$ cat config.mk
export PLATFORM = sky130hd
export DESIGN_NAME = serial_addsub_unit
export DESIGN_NICKNAME = d
export VERILOG_FILES = /design/src/rtl/addsub_pkg.sv /design/src/rtl/addsub_bit_cell.sv /design/src/rtl/serial_addsub_unit.sv
export SDC_FILE = /design/constraint.sdc
export NUM_CORES = 1
export LEC_CHECK = 0
export CAP_MARGIN = 20
export CORE_UTILIZATION = 50
export DETAILED_ROUTE_END_ITERATION = 10
export GPL_TIMING_DRIVEN = 0
export PLACE_DENSITY = 0.76
export SLEW_MARGIN = 20
export SYNTH_ARGS = -nofsm -noshare
export SYNTH_HDL_FRONTEND = slang
export SYNTH_SLANG_ARGS = --single-unit
$ cat constraint.sdc
create_clock -name clk -period 2.4 [get_ports clk]
set_clock_uncertainty 0.2 [all_clocks]
set_input_delay 0.48 -clock clk [delete_from_list [all_inputs] [get_ports clk]]
set_output_delay 0.48 -clock clk [all_outputs]
set_load 0.01 [all_outputs]
$ cat src/rtl/addsub_pkg.sv
// Shared definitions for the bit-serial add/subtract engine: operation codes,
// FSM state encoding and the signed-overflow rule used for the final flags.
package addsub_pkg;

  localparam logic OP_ADD = 1'b0;
  localparam logic OP_SUB = 1'b1;

  typedef enum logic [1:0] {
    ST_IDLE = 2'd0,
    ST_RUN  = 2'd1,
    ST_DONE = 2'd2
  } state_e;

  // For a subtraction the signs must differ to overflow; for an addition they must match.
  function automatic logic signedOverflow(input logic opV, input logic aMsb,
                                          input logic bMsb, input logic rMsb);
    logic signsAgree;
    signsAgree = (opV == OP_SUB) ? (aMsb != bMsb) : (aMsb == bMsb);
    return signsAgree && (rMsb != aMsb);
  endfunction

endpackage

$ cat src/rtl/addsub_bit_cell.sv
// One-bit full adder / full subtractor. With op=OP_SUB it computes a-b-cin and
// cout is the borrow out; otherwise a+b+cin with cout as the carry out.
module addsub_bit_cell
  import addsub_pkg::*;
(
  input  logic a,
  input  logic b,
  input  logic cin,
  input  logic op,
  output logic s,
  output logic cout
);

  always_comb begin
    s = a ^ b ^ cin;
    if (op == OP_SUB) begin
      cout = (~a & b) | (~(a ^ b) & cin);
    end else begin
      cout = (a & b) | (cin & (a ^ b));
    end
  end

endmodule

$ cat src/rtl/serial_addsub_unit.sv
// Bit-serial add/subtract engine: one shared bit cell walks the operands LSB
// first over WIDTH cycles, then presents the full result with a one-cycle done.
module serial_addsub_unit
  import addsub_pkg::*;
#(
  parameter int WIDTH = 8
) (
  input  logic             clk,
  input  logic             rst,
  input  logic             start,
  input  logic             op,
  input  logic [WIDTH-1:0] a_in,
  input  logic [WIDTH-1:0] b_in,
  output logic             busy,
  output logic             done,
  output logic [WIDTH-1:0] result,
  output logic             carry_out,
  output logic             overflow
);

  localparam int CW = $clog2(WIDTH + 1);
  localparam logic [CW-1:0] LAST_BIT = CW'(WIDTH - 1);

  state_e           state_q, state_d;
  logic [WIDTH-1:0] aSh_q, aSh_d;
  logic [WIDTH-1:0] bSh_q, bSh_d;
  logic [WIDTH-1:0] resSh_q, resSh_d;
  logic [WIDTH-1:0] result_q, result_d;
  logic [CW-1:0]    count_q, count_d;
  logic             op_q, op_d;
  logic             aMsb_q, aMsb_d;
  logic             bMsb_q, bMsb_d;
  logic             carry_q, carry_d;
  logic             carryOut_q, carryOut_d;
  logic             overflow_q, overflow_d;

  logic             cellS;
  logic             cellCout;
  logic [WIDTH-1:0] resShifted;

  addsub_bit_cell u_cell (
    .a    (aSh_q[0]),
    .b    (bSh_q[0]),
    .cin  (carry_q),
    .op   (op_q),
    .s    (cellS),
    .cout (cellCout)
  );

  // Each new bit enters at the MSB so that after WIDTH shifts bit 0 sits at the LSB.
  assign resShifted = {cellS, resSh_q[WIDTH-1:1]};

  always_comb begin
    state_d    = state_q;
    aSh_d      = aSh_q;
    bSh_d      = bSh_q;
    resSh_d    = resSh_q;
    result_d   = result_q;
    count_d    = count_q;
    op_d       = op_q;
    aMsb_d     = aMsb_q;
    bMsb_d     = bMsb_q;
    carry_d    = carry_q;
    carryOut_d = carryOut_q;
    overflow_d = overflow_q;

    case (state_q)
      ST_RUN: begin
        aSh_d   = aSh_q >> 1;
        bSh_d   = bSh_q >> 1;
        resSh_d = resShifted;
        carry_d = cellCout;
        count_d = count_q + CW'(1);
        if (count_q == LAST_BIT) begin
          state_d    = ST_DONE;
          result_d   = resShifted;
          carryOut_d = cellCout;
          overflow_d = signedOverflow(op_q, aMsb_q, bMsb_q, cellS);
        end
      end
      // IDLE, DONE and the unused encoding all accept a new operation.
      default: begin
        state_d = ST_IDLE;
        if (start) begin
          state_d = ST_RUN;
          aSh_d   = a_in;
          bSh_d   = b_in;
          op_d    = op;
          aMsb_d  = a_in[WIDTH-1];
          bMsb_d  = b_in[WIDTH-1];
          carry_d = 1'b0;
          count_d = '0;
        end
      end
    endcase
  end

  always_ff @(posedge clk) begin
    if (rst) begin
      state_q    <= ST_IDLE;
      aSh_q      <= '0;
      bSh_q      <= '0;
      resSh_q    <= '0;
      result_q   <= '0;
      count_q    <= '0;
      op_q       <= 1'b0;
      aMsb_q     <= 1'b0;
      bMsb_q     <= 1'b0;
      carry_q    <= 1'b0;
      carryOut_q <= 1'b0;
      overflow_q <= 1'b0;
    end else begin
      state_q    <= state_d;
      aSh_q      <= aSh_d;
      bSh_q      <= bSh_d;
      resSh_q    <= resSh_d;
      result_q   <= result_d;
      count_q    <= count_d;
      op_q       <= op_d;
      aMsb_q     <= aMsb_d;
      bMsb_q     <= bMsb_d;
      carry_q    <= carry_d;
      carryOut_q <= carryOut_d;
      overflow_q <= overflow_d;
    end
  end

  assign busy      = (state_q == ST_RUN);
  assign done      = (state_q == ST_DONE);
  assign result    = result_q;
  assign carry_out = carryOut_q;
  assign overflow  = overflow_q;

endmodule
==> metrics <==
Post-synth EDFFs 0; worst-path fanout max 2; cells taking the most area after synthesis dfxtp_1 (48%), mux2i_1 (9.5%), a211oi_1 (5.9%); cts bufs inserted 5; Worst-Skew Late Latency 360 ps; Routed WL 3.47 mm; Pleak 0.849 nW; cell taking the most area after synthesis dfxtp_1; syn_nets 205; root buffer cell clkbuf_4; Worst path top cell family by delay buffers and inverters; asr flop ratio synth 0%; layout cells sized above 1 9.63%; CTS tree built; # DRC 0; total grt overflow 0; Synth warnings 0; vias in the first global route 1256; Chip Width 61.8 microns; Final Instance Count excl. Fillers 264; sequential area share after synthesis 48.1%; cells along the critical path and2b_1, clkdlybuf4s50_1; GRT Resource Usage Total 20.6%; f_max 476 MHz; Worst Max-Slew Pin Slew 463 ps; TritonCTS Sinks 43; WP buf/inv 1; Mapped Cells 182; Pre-antenna DRT Iters 4; drt wl/cell 13.1 microns; top_reg_cell synth dfxtp_1; slowest stage delay, CP 520 ps; worst hold path type reg -> reg; unrepaired setup endpoints after global routing false; Vias/cell 5.34; share of the synthesized area in the top cell type 48.1%; top-count cell post-synth dfxtp_1; Worst slew margin 69.2%; max-slew violations 0; Placed Instances 257; largest net degree at the start of global routing 16; clock tree buffer depth 2; Hold Buf Count CTS 0; Die ar. 3820 sq um; core area 3390 sq um; IO Pins 32; starting density of the core 52.8%; count of different cell masters after synthesis 31; hpwl dp 2.59 mm; DRT antenna net count 0; status finished, final reports clean; Port Buffer Count 29; global-route wire length before repair 5.62 mm; Setup violations, final 0; Worst EP arrival 1420 ps; clock transition at the registers of the reported paths 130 ps; standard-cell rows 21; Tcrit/Tclk final 87.5%; initial DRC count 42; Setup TNS 0 ps; GPL Wtd Cong 0.788; CP Class reg -> out; ant diodes 0; Area Overhead vs Synth 22.4%; Overall Power 1.28 mW; Post-Syn Area 1790 sq um; number of H-tree levels 2; Pwr Density 583 nW/um^2; WHS 267 ps; Max VDD drop 0.348 mV; Die Ht 61.8 microns; Vias 1409; # Max-Cap Violations 0; CP max-delay cell clkdlybuf4s50_1; Yosys reg bits 43; Synth top cells by count dfxtp_1 (43), nand2_1 (21), nor2_1 (18), mux2i_1 (17), a21oi_1 (15); synthesized area per cell 9.83 sq um; final hold violation count 0; fin crit period 2100 ps; initial antenna violation count 0; Nets 240; CP Launch Type flop; CP required 1720 ps; CP endpoint kind primary output
## layout make-up
cell class,count,area (sq um)
flip-flops and latches,43,861
plain buffers,14,85.1
fillers,277,1200
multi-input cells,120,823
well taps,46,57.6
clock buffers,6,41.3
repair buffers,29,293
inverters,4,17.5
clock inverters,2,12.5
## worst reg2reg max path, stage by stage, from the launching register on
cell and delay (ps):
dfxtp_1 390, inv_1 80, fa_1 590, nand3b_1 110, o21ai_0 90, a22o_1 180
## cell usage in the layout (no fill, tap or decap), types with 5 or more instances in the layout
master and instances:
nor2_1 18, clkdlybuf4s50_1 28, nand2_1 21, mux2i_1 17, a22o_1 10, clkbuf_4 5
dfxtp_1 43, buf_2 5, clkbuf_1 5, a211oi_1 14, a21oi_1 15
## state kept, by name (all words and copies together) (netlist names)
name	cells
resSh_q	7
aSh_q	8
bMsb_q	1
carry_q	1
aMsb_q	1
state_q	2
count_q	4
overflow	1
carry_out	1
op_q	1
bSh_q	8
result	8
## kinds of logic after synthesis
family                   share of synthesized area, %
AO/OA/AOI/OAI                                    17.3
XOR/XNOR                                        0.490
adder cells (fa/ha/maj)                          2.94
buffers and inverters                            5.87
flip-flops                                       48.1
multiplexers                                     9.51
AND/OR/NAND/NOR                                  15.7
## worst paths after layout
path	to	slack (ps)	from	depth (start not counted)
max	done	300	state_q[0]	2
min	resSh_q[1]	270	resSh_q[1]	2
max reg2reg	overflow	670	bSh_q[0]	5
min reg2reg	resSh_q[1]	270	resSh_q[1]	2
## stage by stage
step	utilization, %	area (sq um)	worst slack, ps
2_1_floorplan	-	1790	758
3_3_place_gp	63.0	2140	244
3_5_place_dp	63.0	2140	227
4_1_cts	64.6	2190	24.4
5_1_grt	64.6	2190	217
6_report	64.6	2190	300
## where the power goes
group | total, mW | internal [mW] | switching, mW
clock | 0.347 | 0.113 | 0.234
sequential | 0.764 | 0.744 | 0.0201
combinational | 0.167 | 0.0804 | 0.0864
## per-layer routing
layer | part of all wire [%] | vias to the layer above | track usage, %
li1 | - | 707 | -
met1 | 46 | 657 | 25.4
met2 | 48 | 36 | 33.9
met3 | 3.7 | 9 | 5.59
met4 | 2.5 | 0 | 9.21
met5 | 0 | - | 0
## what timing repair did
item	4_1_cts	5_1_grt
setup buffers	0	0
gates resized for setup	1	1
endpoints found under the setup margin	1	1
Note: power is estimated with default switching activity, not from simulation.
